**src/rtl/norm_shift_pipe.sv**
```systemverilog
// norm_shift_pipe: two-stage leading-one normaliser with exponent floor clamp.
// Stage 1 captures the operand and its leading-zero count; stage 2 holds the
// shifted result and drives the outputs. Valid/ready with full backpressure.
module norm_shift_pipe #(
    parameter int WIDTH = 10,
    parameter int EXP_W = 8,
    parameter int TAG_W = 4,
    parameter int SH_W  = $clog2(WIDTH + 1)
) (
    input  logic             clk,
    input  logic             rst,
    input  logic             in_valid,
    output logic             in_ready,
    input  logic [WIDTH-1:0] in_frac,
    input  logic [EXP_W-1:0] in_exp,
    input  logic [TAG_W-1:0] in_tag,
    output logic             out_valid,
    input  logic             out_ready,
    output logic [WIDTH-1:0] out_frac,
    output logic [EXP_W-1:0] out_exp,
    output logic [SH_W-1:0]  out_shift,
    output logic             out_zero,
    output logic             out_denorm,
    output logic [TAG_W-1:0] out_tag
);

    // Common width for comparing/subtracting the exponent against the shift.
    localparam int CW = ((EXP_W > SH_W) ? EXP_W : SH_W) + 1;

    // Stage 1 registers
    logic             s1_valid_q;
    logic [WIDTH-1:0] s1_frac_q;
    logic [EXP_W-1:0] s1_exp_q;
    logic [TAG_W-1:0] s1_tag_q;
    logic [SH_W-1:0]  s1_lz_q;

    // Stage 2 registers (drive the outputs directly)
    logic             s2_valid_q;
    logic [WIDTH-1:0] out_frac_q;
    logic [EXP_W-1:0] out_exp_q;
    logic [SH_W-1:0]  out_shift_q;
    logic             out_zero_q;
    logic             out_denorm_q;
    logic [TAG_W-1:0] out_tag_q;

    // Next-state values
    logic [SH_W-1:0]  lz_d;
    logic [WIDTH-1:0] out_frac_d;
    logic [EXP_W-1:0] out_exp_d;
    logic [SH_W-1:0]  out_shift_d;
    logic             out_zero_d;
    logic             out_denorm_d;

    logic [CW-1:0]    e_ext;
    logic [CW-1:0]    lz_ext;
    logic             adv1;
    logic             adv2;

    assign adv2     = !s2_valid_q || out_ready;
    assign adv1     = !s1_valid_q || adv2;
    assign in_ready = adv1;

    assign out_valid  = s2_valid_q;
    assign out_frac   = out_frac_q;
    assign out_exp    = out_exp_q;
    assign out_shift  = out_shift_q;
    assign out_zero   = out_zero_q;
    assign out_denorm = out_denorm_q;
    assign out_tag    = out_tag_q;

    // Leading-zero count of the incoming fraction; the highest set bit wins.
    always_comb begin
        lz_d = SH_W'(WIDTH);
        for (int unsigned i = 0; i < WIDTH; i++) begin
            if (in_frac[i]) begin
                lz_d = SH_W'(WIDTH - 1 - i);
            end
        end
    end

    assign e_ext  = CW'(s1_exp_q);
    assign lz_ext = CW'(s1_lz_q);

    // Pick the shift: full normalisation, or clamp so the exponent stops at 0.
    always_comb begin
        out_shift_d  = '0;
        out_exp_d    = '0;
        out_zero_d   = 1'b0;
        out_denorm_d = 1'b0;
        if (s1_frac_q == '0) begin
            out_zero_d = 1'b1;
        end else if (s1_exp_q == '0) begin
            out_denorm_d = !s1_frac_q[WIDTH-1];
        end else if (lz_ext < e_ext) begin
            out_shift_d = s1_lz_q;
            out_exp_d   = EXP_W'(e_ext - lz_ext);
        end else begin
            // e-1 < lz <= WIDTH, so e-1 always fits in the shift field.
            out_shift_d  = SH_W'(e_ext - CW'(1));
            out_denorm_d = 1'b1;
        end
        out_frac_d = s1_frac_q << out_shift_d;
    end

    // Stage 1: accept a new operand whenever stage 1 is free or moving on.
    always_ff @(posedge clk) begin
        if (rst) begin
            s1_valid_q <= 1'b0;
            s1_frac_q  <= '0;
            s1_exp_q   <= '0;
            s1_tag_q   <= '0;
            s1_lz_q    <= '0;
        end else if (adv1) begin
            s1_valid_q <= in_valid;
            if (in_valid) begin
                s1_frac_q <= in_frac;
                s1_exp_q  <= in_exp;
                s1_tag_q  <= in_tag;
                s1_lz_q   <= lz_d;
            end
        end
    end

    // Stage 2: load the shifted result; outputs hold while stalled.
    always_ff @(posedge clk) begin
        if (rst) begin
            s2_valid_q   <= 1'b0;
            out_frac_q   <= '0;
            out_exp_q    <= '0;
            out_shift_q  <= '0;
            out_zero_q   <= 1'b0;
            out_denorm_q <= 1'b0;
            out_tag_q    <= '0;
        end else if (adv2) begin
            s2_valid_q <= s1_valid_q;
            if (s1_valid_q) begin
                out_frac_q   <= out_frac_d;
                out_exp_q    <= out_exp_d;
                out_shift_q  <= out_shift_d;
                out_zero_q   <= out_zero_d;
                out_denorm_q <= out_denorm_d;
                out_tag_q    <= s1_tag_q;
            end
        end
    end

endmodule

```
**config.mk**
```make
export PLATFORM = sky130hd
export DESIGN_NAME = norm_shift_pipe
export DESIGN_NICKNAME = d
export VERILOG_FILES = /design/src/rtl/norm_shift_pipe.sv
export SDC_FILE = /design/constraint.sdc
export NUM_CORES = 1
export LEC_CHECK = 0
export ABC_AREA = 1
export CORE_ASPECT_RATIO = 1.25
export CORE_MARGIN = 4
export CORE_UTILIZATION = 58
export CTS_BUF_LIST = sky130_fd_sc_hd__clkbuf_4 sky130_fd_sc_hd__clkbuf_8
export DETAILED_ROUTE_END_ITERATION = 10
export GPL_TIMING_DRIVEN = 0
export PLACE_DENSITY = 0.88
export SLEW_MARGIN = 20
export SYNTH_ARGS = -nofsm -noshare
export SYNTH_HDL_FRONTEND = slang
export SYNTH_SLANG_ARGS = --single-unit
```
**constraint.sdc**
```tcl
create_clock -name clk -period 4.2 [get_ports clk]
set_clock_uncertainty 0.05 [all_clocks]
set_input_delay 0.42 -clock clk [delete_from_list [all_inputs] [get_ports clk]]
set_output_delay 0.42 -clock clk [all_outputs]
set_load 0.05 [all_outputs]
```
==> results of run 1 <==
-- layout by cell type (no fill, tap or decap), types with 2 or more instances in the layout --
cell             count
nand3b_1             2
buf_6                2
nor2_4               3
xor2_1               3
clkinvlp_4           2
nor2_1              49
nand2_1             71
a211oi_1             3
inv_1               35
clkbuf_1            11
o21ai_0             35
inv_2                7
nand2_2              8
nand3_1             41
nor2_8               2
clkdlybuf4s50_1     55
ha_1                 5
buf_4                3
nand3_2              8
dfxtp_1             56
a21oi_1             40
clkbuf_8             5
nand4_1             11
-- per-layer routing --
metal	part of all wire	up-vias	track usage
met4	0.033	0	0.1077
met2	0.49	101	0.4365
li1	-	1470	-
met1	0.42	1342	0.3141
met3	0.062	21	0.02887
met5	0	-	0
-- worst register-to-register path: stages (launching register included) --
cell,delay (ns)
dfxtp_1,0.33
inv_1,0.13
ha_1,0.21
inv_1,0.06
fa_1,0.37
nand2_1,0.12
nand2_2,0.09
nand2_2,0.09
nand2_2,0.07
nand2_2,0.08
nand2_1,0.07
nand3_2,0.14
buf_4,0.20
nand3_1,0.11
nand3_1,0.09
nand3_1,0.07
nand2_1,0.06
inv_1,0.04
-- per-stage QoR --
stage                     utilization  worst slack [ns]  hold WS, ns
after detailed placement       0.7391             1.817       0.4049
after CTS                      0.7583             1.792       0.4192
after global placement         0.7391             1.865       0.4017
final                          0.7583             1.749       0.4186
after global routing           0.7583             1.583       0.4385
after floorplan                     -             1.912       0.3953
-- where the power goes --
| part | total, uW | internal [uW] | switching, uW | leakage [uW] |
|---|---|---|---|---|
| sequential | 593 | 568 | 25.2 | 0.000461 |
| clock | 301 | 119 | 182 | 0.0000404 |
| combinational | 441 | 158 | 283 | 0.00103 |
| total | 1340 | 845 | 491 | 0.00153 |
-- flip-flops by register name, indices dropped and copies added (netlist names) --
register	cells
out_tag	4
out_exp	8
s1_valid_q	1
s1_lz_q	4
out_zero	1
s1_frac_q	10
s1_exp_q	8
out_frac	10
s1_tag_q	4
out_shift	4
out_denorm	1
out_valid	1
-- kinds of logic after synthesis --
kind of cell,after synthesis
compound gates,81
buf+inv,60
fa+ha+maj,6
flops,56
simple gates,201
xor+xnor,4
-- worst paths after layout --
kind                from  depth (start not counted)           to
min           out_denorm                          2   out_denorm
min reg2reg   out_denorm                          2   out_denorm
max reg2reg  s1_exp_q[0]                         17  out_frac[6]
max          s1_exp_q[0]                         17  out_frac[6]
-- final cells by class --
class | instances | area (um2) | area share
flip-flops and latches | 56 | 1121 | 0.3080
repair buffers | 55 | 550.5 | 0.1513
clock inverters | 3 | 23.77 | 0.006531
multi-input cells | 292 | 1548 | 0.4252
inverters | 43 | 161.4 | 0.04435
well taps | 60 | 75.07 | 0.02063
clock buffers | 5 | 68.82 | 0.01891
plain buffers | 17 | 91.34 | 0.02509
==> run summary, run 1 <==
The tools report the number of failing hold endpoints at the final stage as 0. The number of post-CTS setup repair buffers was 0; the share of synthesized cell area in full adder, half adder and majority cells was 0.02827. Portion of the post-synthesis area used by sequential elements: 0.3837. The number of nets still failing antenna checks after routing was 0; the slew at the pin closest to its max-slew limit was 0.6040 ns. The fraction of the mapped netlist area in simple logic gates is 0.3448, and the residual overflow from global routing is 0. TritonCTS built the clock tree. The fraction of synthesized area in multiplexers works out to 0. Setup repair after global routing left no endpoint under its margin. The largest total area in the synthesized netlist belongs to dfxtp_1. The overall global routing resource usage was 0.2522. Routability-driven placement finished with a final weighted congestion of 0.8918. Dominant cell by count in the synthesized netlist: nand2_1.

Pin count of the biggest net entering global routing: 19. After the last flow step, the layout net total stands at 502. Across all register-to-register paths, the minimum setup slack is 1.75 ns.

The worst setup path is captured at a flip-flop. Yosys mapped the design onto 33 distinct sky130hd cell types. The buffer and inverter count on the worst path came out at 4. Clock transition time at the flip-flop clock pins of the worst setup and hold paths: 0.11 ns.

Synthesis-to-finish area growth: 24.58%. The most used flip-flop cell after synthesis is dfxtp_1. The worst-case vdd ir drop is 0.2393 mV, and the fill cell total of the finished layout is 403.

The run gives 0 ns as the final total negative setup slack. The number of detailed-routing iterations run before antenna repair came out at 6. In this design, the critical path's most frequently occurring cell is nand2_2. For this block, the routed nets add up to 7.446 mm of wire. The Yosys step of the flow raised 0 warnings. For the net count after synthesis, the log shows 440. Counting the buffers created by CTS gives 5.

The number of storage elements in the synthesis netlist is 56. In the final routed layout, each cell accounts on average for 14.02 um. The tools report the standard cell core area as 4800 um2. The area share of the largest cell type after synthesis was 0.3837; the antenna diode count was 0. The via density per instance is 5.525, and the maximum clock insertion buffer count is 2. The die covers 6244 um2. For this design the ratio of total power to cell area is 366.9 nW/um2. Counting every sink on the clock net gives 56. The logs give 4.38 ns for the required time of the critical path and 12.61 mm for the wire length of the first global-routing pass. Gates resized during post-CTS repair numbered 0. The flow ran to the end, and the final reports show no timing, DRC or antenna violations.

Dividing the synthesized area by the synthesized cell count gives 7.161 um2. Setup violations remaining at the end of the flow were counted as 0. The run gives 0 as the max-slew violation total from the final report. Type of the tightest min-delay check: flip-flop to flip-flop. The remaining max-slew budget at the tightest pin came out at 0.5973. The tools report the total vias in the final route as 2934. By area the synthesized netlist is led by dfxtp_1 (38%), nand2_1 (9.1%), nand3_1 (7.0%). For this run, design rule violations remaining after detail routing come to 0. Compound-cell area share of the yosys netlist: 0.1448.

On the worst path, the slowest cell contributes a delay of 0.37 ns. The count of cells in the finished layout, fillers not included, comes to 531. Part of the cycle the worst path needs: 0.5836. In this design, the largest share of critical-path delay is due to simple AND/OR/NAND/NOR gates.

In this run the tool buffered the top-level ports with 55 buffer cells. The proportion of layout cells with a drive suffix above 1 is 0.09979. In this run the cell area measured after placement is 3547 um2. The via count of the first global-routing pass is 2822, and the leakage component of the power is 0.001534 uW. Overall power consumption after layout is estimated at 1335 uW. The number of enable-type register cells in the synthesized netlist was 0.

The worst path in the final design needs a cycle of 2.451 ns, including I/O delays and setup. After synthesis the cells add up to 2922 um2. Once detailed placement completed, the half-perimeter wirelength came to 5.799 mm.

Traced cell by cell, the critical path runs through inv_1 -> ha_1 -> inv_1 -> fa_1 -> nand2_1 -> nand2_2 -> nand2_2 -> nand2_2 -> nand2_2 -> nand2_1 -> nand3_2 -> buf_4 -> nand3_1 -> nand3_1 -> nand3_1 -> nand2_1 -> inv_1. Type of element launching the critical path: a flip-flop. Buffers inserted to repair hold after CTS numbered 0. During I/O placement, the number of pins put on the boundary was 56. The vertical die dimension was 87.35 um.

The share of synthesized flip-flops with an asynchronous set or reset was 0. The tools report the initial antenna violation count as 0. The cell at the root of the clock tree was clkbuf_8. After routing the design area is 3640 um2. For the worst setup path, the data arrival time is 2.63 ns.

The post-placement cell count came out at 523. Across the run, the number of max-cap violations was 0. The run gives 0.6087 as the starting utilization of the core area.

The top achievable clock speed came out at 408.0 MHz. The overall die width works out to 71.48 um. After synthesis, the largest family of logic cells by area is simple AND/OR/NAND/NOR gates.

The number of cell rows is 28. The logs give 172 for the detailed router's first-iteration violation count and 408 for the cell count after synthesis. Sorting the synthesized cells by how often they occur yields nand2_1 (71), dfxtp_1 (56), nor2_1 (49). Xor/xnor cell area share of the yosys netlist: 0.01199.

The H-tree generated during clock tree synthesis spans 2 levels. Of all nets on the critical path, the largest fanout is 10. The slowest stage of the critical path is the fa_1 cell. The run gives 0.31 ns as the clock latency on the worst-skew pair.

The critical path is of the flip-flop to flip-flop type.
No activity file was read; power rests on OpenSTA's default activity.
==> run 2, diff against run 1 <==
--- a/config.mk
+++ b/config.mk
@@ -8,11 +8,11 @@
 export ABC_AREA = 1
 export CORE_ASPECT_RATIO = 1.25
 export CORE_MARGIN = 4
-export CORE_UTILIZATION = 58
+export CORE_UTILIZATION = 54
 export CTS_BUF_LIST = sky130_fd_sc_hd__clkbuf_4 sky130_fd_sc_hd__clkbuf_8
 export DETAILED_ROUTE_END_ITERATION = 10
 export GPL_TIMING_DRIVEN = 0
-export PLACE_DENSITY = 0.88
+export PLACE_DENSITY = 0.83
 export SLEW_MARGIN = 20
 export SYNTH_ARGS = -nofsm -noshare
 export SYNTH_HDL_FRONTEND = slang
==> constraint.sdc (replaced) <==
create_clock -name clk -period 2.5 [get_ports clk]
set_clock_uncertainty 0.05 [all_clocks]
set_input_delay 0.25 -clock clk [delete_from_list [all_inputs] [get_ports clk]]
set_output_delay 0.25 -clock clk [all_outputs]
set_load 0.05 [all_outputs]
==> run 2 against run 1 <==
Compared with the run above: critical endpoint is now out_frac[5]; power increased by 70%; cell count increased by 0.56%; via count decreased by 0.34%; global-route usage decreased by 2.7 points; critical path depth decreased by 1; non-clock buffer count increased by 1; register-to-register slack got worse by 1.6 ns.
==> run summary, run 2 (synthesized netlist as in run 1, its figures left out) <==
The tools report the number of buffers inserted during clock tree synthesis as 5 (unchanged). The clock transition time at the flip-flop clock pins of the worst setup and hold paths is 0.10 ns (was 0.11 ns), and the via density per instance is 5.476 (was 5.525). The leakage component of the power is 0.001540 uW (was 0.001534 uW), and the number of detailed-routing iterations run before antenna repair is 4 (was 6). Commonest cells after routing, fill and taps aside: nand2_1 (69), clkdlybuf4s50_1 (55), dfxtp_1 (55) (was nand2_1 (71), dfxtp_1 (56), clkdlybuf4s50_1 (55)).

For the placed wire-length estimate, the log shows 5.686 mm (was 5.799 mm). The tools report the wire length of the first global-routing pass as 12.03 mm (was 12.61 mm). The mean routed wirelength per cell works out to 13.89 um (was 14.02 um). The residual overflow from global routing is 0 (unchanged), and the number of failing hold endpoints at the final stage is 0 (unchanged).

The final net count is 503 (was 502), and the standard cell core area is 5152 um2 (was 4800 um2). The die area is 6658 um2 (was 6244 um2), and the number of H-tree levels is 2 (unchanged). The run finished with clean final reports.

Type of the tightest min-delay check: flip-flop to flip-flop (unchanged). The tools report the post-route DRC violation count as 0 (unchanged). The slew at the pin closest to its max-slew limit was 0.5945 ns (was 0.6040 ns).

For the fraction of the core area covered by cells at the end of the flow, the log shows 0.7188 (was 0.7583). The logs give 29 (was 28) for the number of cell rows and 0 (unchanged) for the number of post-CTS setup repair buffers. Power density normalized to cell area: 614.2 nW/um2 (was 366.9 nW/um2). The most common cell after layout, fill and taps aside was nand2_1 (unchanged). Worst slack at placement: 0.1061 ns (was 1.817 ns).

The post-layout minimum cycle time was 2.386 ns (was 2.451 ns); the top achievable clock speed was 419.2 MHz (was 408.0 MHz). Pin count of the biggest net entering global routing: 19 (unchanged). The run gives 0.32 ns (was 0.31 ns) as the clock latency on the worst-skew pair. Type of destination of the critical path: a flip-flop (unchanged). The tools report the max-slew violation total from the final report as 0 (unchanged). The detailed router's first-iteration violation count was 102 (was 172). For the worst endpoint data arrival time, the log shows 2.52 ns (was 2.63 ns). The proportion of layout cells with a drive suffix above 1 works out to 0.1208 (was 0.09979). The tools report the cell at the root of the clock tree as clkbuf_8 (unchanged).

The via count of the first global-routing pass is 2609 (was 2822), and the I/O pin count is 56 (unchanged). The number of buffers added on ports is 55 (unchanged), and the overall global routing resource usage is 0.2250 (was 0.2522). The run gives 0.1143 ns (was 1.749 ns) as the setup slack after layout. The vertical die dimension was 90.24 um (was 87.35 um). The synthesis-to-finish area growth was 26.77% (was 24.58%).

For the post-placement cell area, the log shows 3550 um2 (was 3547 um2). The peak fanout along the critical path was 4 (was 10); the number of nets still failing antenna checks after routing was 0 (unchanged). The maximum clock insertion buffer count was 2 (unchanged); the antenna diode count was 0 (unchanged). The total of hold buffers inserted after clock tree synthesis was 0 (unchanged); the required time of the critical path was 2.63 ns (was 4.38 ns).

The final total negative setup slack was 0 ns (unchanged). For the starting utilization of the core area, the log shows 0.5670 (was 0.6087). The overall die width works out to 73.79 um (was 71.48 um).

The run gives 56 (unchanged) as the total clock sinks. The logs give 0 (unchanged) for the number of max-cap violations and 0 (unchanged) for the total of endpoints with negative setup slack in the final report. The part of the cycle the worst path needs is 0.9543 (was 0.5836), and the worst-case vdd ir drop is 0.5033 mV (was 0.2393 mV). Type of element launching the critical path: a flip-flop (unchanged). The remaining max-slew budget at the tightest pin came out at 0.6037 (was 0.5973). For the total vias in the final route, the log shows 2924 (was 2934).

Classification of the worst setup path: flip-flop to flip-flop (unchanged). The routed wire length came out at 7.419 mm (was 7.446 mm). Tightest hold margin: 0.4189 ns (was 0.4186 ns).

The logs give 3704 um2 (was 3640 um2) for the post-route cell area and 0 (unchanged) for the initial antenna violation count. Setup repair after global routing could not meet its margin everywhere. The global placement routability congestion is 0.9297 (was 0.8918).

TritonCTS built the clock tree.
-- run 2: changes by cell type in the layout (fill, tap and decap cells not counted), moves of 2 or more --
cell / delta
buf_6: +2
nand2_1: -2
nand2_2: +2
nand3_4: +2
nand3_1: -2
nor2_1: -2
-- run 2: where the power goes --
part           switching, uW  total, uW  internal, uW
clock network            306        505           199
logic                    493        773           280
registers               41.0        996           955
-- run 2: metal layers --
metal	wire [um]	GRT usage
met1	3171	0.3033
met4	135	0.06344
met5	0	0
met2	3655	0.3676
met3	457	0.03237
-- run 2: per-stage QoR --
stage | cells | total power [uW]
finish | 534 | 2275
CTS | 533 | 2243
floorplan | 408 | 1542
global route | 534 | 2391
detailed placement | 525 | 1751
global placement | 525 | 1740
-- run 2: repair_timing --
item                                   4_1_cts  5_1_grt
endpoints found under the hold margin        0        0
gates resized for setup                      0       16
setup endpoints to repair                    0        9
-- run 2: worst paths after layout --
kind / start / endpoint / slack [ns] / cells past startpoint
setup / recovery: s1_exp_q[0] / out_frac[5] / 0.11 / 16
hold / removal: out_frac[3] / out_frac[3] / 0.42 / 2
setup reg to reg: s1_exp_q[0] / out_frac[5] / 0.11 / 16
hold reg to reg: out_frac[3] / out_frac[3] / 0.42 / 2
-- run 2: final cells by class --
| type | count | area [um2] |
|---|---|---|
| plain buffers | 17 | 98.84 |
| clock buffers | 5 | 68.82 |
| clock inverters | 3 | 23.77 |
| fillers | 461 | 1449 |
| inverters | 43 | 163.9 |
| multi-input cells | 292 | 1590 |
| flip-flops and latches | 56 | 1122 |
| well taps | 62 | 77.57 |
| repair buffers | 56 | 558.0 |
-- run 2: worst max-delay path, cell delays in order, from the launching register on --
cell and delay (ns):
dfxtp_2 0.35, inv_2 0.09, ha_2 0.18, inv_1 0.05
fa_1 0.39, nand2_2 0.10, nand2_2 0.08, nand3_2 0.10
nand2_1 0.12, nand2_1 0.14, nand3_2 0.12, nand2_4 0.13
inv_1 0.08, nand3_1 0.08, nand2_1 0.05, nand2_1 0.06
a21oi_1 0.05
==> edit 1, RTL diff (config.mk and constraints of run 2) <==
Make the reset (`rst`) asynchronous in 2 clocked blocks.
--- a/src/rtl/norm_shift_pipe.sv
+++ b/src/rtl/norm_shift_pipe.sv
@@ -103,7 +103,7 @@
     end
 
     // Stage 1: accept a new operand whenever stage 1 is free or moving on.
-    always_ff @(posedge clk) begin
+    always_ff @(posedge clk or posedge rst) begin
         if (rst) begin
             s1_valid_q <= 1'b0;
             s1_frac_q  <= '0;
@@ -122,7 +122,7 @@
     end
 
     // Stage 2: load the shifted result; outputs hold while stalled.
-    always_ff @(posedge clk) begin
+    always_ff @(posedge clk or posedge rst) begin
         if (rst) begin
             s2_valid_q   <= 1'b0;
             out_frac_q   <= '0;
Function: differs if rst is asserted again (counterexample within 4 cycles, from zero or initial values and one cycle with rst high); with rst held inactive, the same outputs for 10 cycles.
==> edit 1 against run 2 <==
  * Count of clock-buffer cells in the layout did not move
  * Utilization fell by 0.62 points
  * Die area rose by 5.3%
  * Critical path depth fell by 1
  * Synthesized area rose by 5.9%
  * Wire length fell by 1.8%
  * Setup slack improved by 0.021 ns
  * Critical endpoint is now out_frac[8]$_DFFE_PP0P_
  * Worst hold slack got worse by 0.091 ns
  * Sequential cell count did not move
  * Cell area rose by 5.4%
  * Highest routed layer unchanged
Power is not compared: it rests on default switching activity, and its combinational part moved more than twofold at a synthesized area within 25%.
==> edit 1: results (changes against run 2) <==
For the via count of the first global-routing pass, the log shows 2552 (-2.2%). The logs give 0.31 ns for the insertion delay of the later-clocked pin in the worst-skew pair and 0.453 (+0.0692) for the post-synthesis sequential area ratio. IR analysis of the VDD net gives a maximum drop of 0.398 mV. Largest fanout on the critical path: 6 (+2). The number of nets in the finished design was 479 (-4.8%).

The timing startpoint of the critical path is s1_exp_q[0]$_DFFE_PP0P_. The antenna cell count is 0 (unchanged), and the first-pass iteration count of the detailed router is 5 (+1). The setup-violating endpoint count in the final report is 0 (unchanged). The data arrival time of the critical path is 2.57 ns (+0.05 ns), and the average wire length per cell after detail routing is 14.3 um (+2.6%).

Number of synthesis warnings: 0 (unchanged). The fraction of layout cells with a size suffix above 1 is 0.141 (+0.0202), and the worst-case clock buffer depth is 2 (unchanged). For the initial antenna violation count, the log shows 0 (unchanged). In this run the worst hold path is classified as input pin to async pin.

By count the netlist is led by nand2_1, dfrtp_1, inv_1. The tools report the detailed placement HPWL as 5.49 mm (-3.5%). The logs give 204 (+100%) for the initial DRC count and 38 (+15%) for the number of library cell types mapped by synthesis. The logs give 0.00190 uW for the total leakage power and 0.928 (-0.22%) for the final weighted congestion in routability-driven placement. The worst-margin pin slew is 0.677 ns (+0.0820 ns).

The run gives 11.7 mm (-2.5%) as the first-pass GRT wire length. The CTS buffer count came out at 5 (unchanged). For the via total after detailed routing, the log shows 2785 (-4.8%). The cell at the root of the clock tree is clkbuf_8. Share of async-settable or async-resettable flops after synthesis: 1.00 (+1.00). Clock slew seen by the registers of the worst setup and hold paths: 0.10 ns (about the same).

The tools report the largest net degree at the start of global routing as 57 (+38). Sorting the synthesized cells by area gives the leading types as dfrtp_1, nand2_1, o21ai_0. The global-route total usage across every layer came out at 0.216 (-0.00924). The tools report the number of H-tree levels as 2 (unchanged). The post-synthesis net count is 409 (-7.0%), and the maximum single-stage delay on the critical path is 0.40 ns.

The number of buffers inserted by port buffering works out to 55 (unchanged). The run finished with clean final reports. Cell at the slowest stage of the critical path: dfrtp_1.
[edit 1: changes by cell type after synthesis, moves of 4 or more]
| cell | change |
|---|---|
| a21oi_1 | -36 |
| clkbuf_1 | -4 |
| dfrtp_1 | +56 |
| dfxtp_1 | -56 |
| inv_1 | +10 |
| nand2_1 | +25 |
| nand2_4 | +6 |
| nand3_1 | -7 |
| nor2_1 | -32 |
| o21ai_1 | +4 |
[edit 1: final timing paths]
check	to	slack (ns)	cells past startpoint
setup / recovery	out_frac[8]$_DFFE_PP0P_	0.14	15
hold / removal	out_frac[5]$_DFFE_PP0P_	0.33	2
setup reg to reg	out_frac[8]$_DFFE_PP0P_	0.14	15
hold reg to reg	out_frac[6]$_DFFE_PP0P_	0.44	2
max in group asynchronous	s1_frac_q[0]$_DFFE_PP0P_	1.60	2
min in group clk	out_frac[6]$_DFFE_PP0P_	0.44	2
[edit 1: what timing repair did]
action	CTS	global route
gates resized for setup	3	6
buffers inserted	1	7
setup endpoints to repair	7	10
gates cloned	0	0
pin swaps	0	1
[edit 1: cell type report]
| cell class | instances | area, um^2 |
|---|---|---|
| multi-input combinational | 260 | 1480 |
| buffer | 10 | 60.1 |
| clock buffer | 5 | 68.8 |
| tap | 64 | 80.1 |
| sequential | 56 | 1400 |
| clock inverter | 2 | 12.5 |
| inverter | 51 | 194 |
| timing repair buffer | 63 | 611 |
| fill | 419 | 1580 |
[edit 1: metal layers]
metal,up-vias,part of all wire,GRT usage
met4,0,0.024,0.0641
met1,1285,0.41,0.286
met2,108,0.50,0.352
met3,23,0.067,0.0434
li1,1369,-,-
met5,-,0,0
[edit 1: report_power, final]
part / internal [uW] / total (uW) / switching [uW]
Sequential: 1140 / 1290 / 145
Combinational: 689 / 2020 / 1330
Clock: 191 / 474 / 284
[edit 1: logic make-up after synthesis]
family	count (synthesis)	share of synthesized area
buffers and inverters	61	0.0801
and+or+nand+nor	192	0.323
AOI/OAI and AO/OA	59	0.109
DFF	56	0.453
xor gates and xnor gates	3	0.00849
adders and majority gates	6	0.0267
[edit 1: per-stage QoR]
step,cells,util,area [um^2],setup slack [ns]
3_3_place_gp,496,0.680,3720,-0.111
4_1_cts,504,0.699,3830,0.00237
2_1_floorplan,377,-,3090,0.246
5_1_grt,511,0.713,3910,0.0221
6_report,511,0.713,3910,0.136
3_5_place_dp,496,0.680,3730,-0.0598
[edit 1: worst max-delay path, delay by kind of cell, from the launching register on]
family / cells / cell delay, ns
buf+inv: 4 / 0.44
flops: 1 / 0.40
simple gates: 9 / 0.90
fa+ha+maj: 2 / 0.51
==> edit 2, RTL diff (settings of run 2) <==
Without the edit above. The parameter `EXP_W` goes from 8 to 7.
--- a/src/rtl/norm_shift_pipe.sv
+++ b/src/rtl/norm_shift_pipe.sv
@@ -3,7 +3,7 @@
 // shifted result and drives the outputs. Valid/ready with full backpressure.
 module norm_shift_pipe #(
     parameter int WIDTH = 10,
-    parameter int EXP_W = 8,
+    parameter int EXP_W = 7,
     parameter int TAG_W = 4,
     parameter int SH_W  = $clog2(WIDTH + 1)
 ) (
Ports: changed (resized in_exp and out_exp); port bits go from 56 to 54. No check against the original RTL was run, so the function may have changed too.
==> edit 2 against run 2 <==
  * Wire length is 3.3% higher
  * Worst hold slack got worse by 0.0011 ns
  * Global-route usage up 3.0 points
  * Power up 4.4%
  * Setup slack gained 0.10 ns
  * Synthesized area fell by 4.1%
  * Combinational power rose by 2%
  * Sequential cell count decreased by 2
  * Cell area decreased by 4.8%
  * Critical path depth down 2
  * Die area fell by 3.7%
  * Critical endpoint is now out_frac[6]$_SDFFE_PP0P_
  * Largest power group unchanged
==> edit 2: results (changes against run 2) <==
The cell at the root of the clock tree is clkbuf_8. The worst-margin pin slew is 0.650 ns (+0.0556 ns), and the final sum of negative setup slack is 0 ns (unchanged). The tools report the final weighted congestion in routability-driven placement as 0.928 (-0.23%). The clock slew seen by the registers of the worst setup and hold paths came out at 0.10 ns (about the same). For the number of nets in the finished design, the log shows 473 (-6.0%).

Largest fanout on the critical path: 7 (+3). The maximum single-stage delay on the critical path came out at 0.34 ns (-0.05 ns). The worst-case clock buffer depth was 2 (unchanged); the data arrival time of the critical path was 2.50 ns (-0.02 ns). For the via total after detailed routing, the log shows 2816 (-3.7%). For the count of filler cells inserted in the layout, the log shows 454 (-1.5%). The post-route cell area is 3530 um^2 (-4.8%). For the count of placed standard cells in the final layout, fillers left out, the log shows 505 (-5.4%).

The total leakage power was 0.00147 uW (-4.8%); the number of library cell types mapped by synthesis was 35 (+6.1%). The initial DRC count is 245 (+140%). The commonest cells after synthesis are dfxtp_1, nand2_1, nand3_1. The first-pass iteration count of the detailed router is 5 (+1), and the mean area per synthesized cell is 7.34 um^2 (+2.5%). The post-synthesis sequential area ratio came out at 0.386 (+0.00199). The tools report the via count of the first global-routing pass as 2683 (+2.8%). The flip-flop cell with the highest count after synthesis was dfxtp_1. The worst IR drop on VDD was 0.448 mV (-11%).

The logs give 3410 um^2 (-3.9%) for the instance area after placement and 0 (unchanged) for the antenna cell count. Fraction of layout cells with a size suffix above 1: 0.106 (-0.0147). The tools report the first-pass GRT wire length as 12.7 mm (+5.5%).

The post-synthesis net count was 413 (-6.1%); the number of buffers inserted by port buffering was 53 (-3.6%). The run gives 0 (unchanged) as the post-CTS setup-driven buffer insertion count. The type of the most critical hold path is register to register.

Average wire length per cell after detail routing: 15.2 um (+9.3%). The run finished with clean final reports. After synthesis, the cell types taking the most area are dfxtp_1, nand3_1, a21oi_1.

The slowest stage of the critical path is the dfxtp_1 cell. Detailed placement HPWL: 5.82 mm (+2.4%). The global-route total usage across every layer is 0.255 (+0.0303), and the cell count after placement is 497 (-5.3%).
## edit 2: power breakdown
group | internal (uW) | switching, uW | total [uW] | leakage (uW)
Clock | 304 | 314 | 618 | 0.0000587
Sequential | 923 | 44.4 | 967 | 0.000444
Combinational | 288 | 502 | 790 | 0.000964
## edit 2: worst paths after layout
| check | to | cells past startpoint | from | slack, ns |
|---|---|---|---|---|
| min reg2reg | out_frac[3]$_SDFFE_PP0P_ | 2 | out_frac[3]$_SDFFE_PP0P_ | 0.42 |
| max | out_frac[6]$_SDFFE_PP0P_ | 14 | s1_lz_q[3]$_SDFFE_PP0P_ | 0.22 |
| max reg2reg | out_frac[6]$_SDFFE_PP0P_ | 14 | s1_lz_q[3]$_SDFFE_PP0P_ | 0.22 |
| min | out_frac[3]$_SDFFE_PP0P_ | 2 | out_frac[3]$_SDFFE_PP0P_ | 0.42 |
## edit 2: cells by family (layout without fill, tap and decap cells)
group,after synthesis,count (layout),synth area share
buf+inv,55,116,0.0884
simple gates,181,181,0.329
compound gates,81,81,0.152
fa+ha+maj,6,6,0.0295
flops,54,54,0.386
xor+xnor,5,5,0.0156
## edit 2: area by class of cell
type	count	area share
well taps	62	0.0220
plain buffers	17	0.0298
repair buffers	53	0.150
multi-input cells	273	0.418
clock inverters	3	0.0135
clock buffers	5	0.0195
inverters	38	0.0404
flip-flops and latches	54	0.306
## edit 2: metrics by stage
stage          setup slack, ns  total power (uW)  hold WS [ns]
2_1_floorplan            0.325              1550         0.349
3_3_place_gp             0.264              1760         0.402
3_5_place_dp             0.246              1770         0.408
4_1_cts                  0.234              2380         0.423
5_1_grt                0.00216              2500         0.440
6_report                 0.217              2380         0.418
## edit 2: worst register-to-register path: stages (launching register included)
cell,delay (ns)
dfxtp_1,0.34
inv_1,0.08
ha_1,0.33
inv_1,0.09
nor3_1,0.25
nand2_2,0.17
nand2_4,0.13
nand2_1,0.07
nand3_2,0.09
nand2_2,0.11
nor2_4,0.20
nand3_1,0.14
nand3_1,0.08
nand2_1,0.05
inv_1,0.07
## edit 2: routing by layer
metal  GRT usage  share of wire  up-vias
met1       0.301           0.41     1319
met3      0.0375          0.041       19
li1            -              -     1399
met2       0.465           0.52       79
met4      0.0973          0.030        0
met5           0              0        -
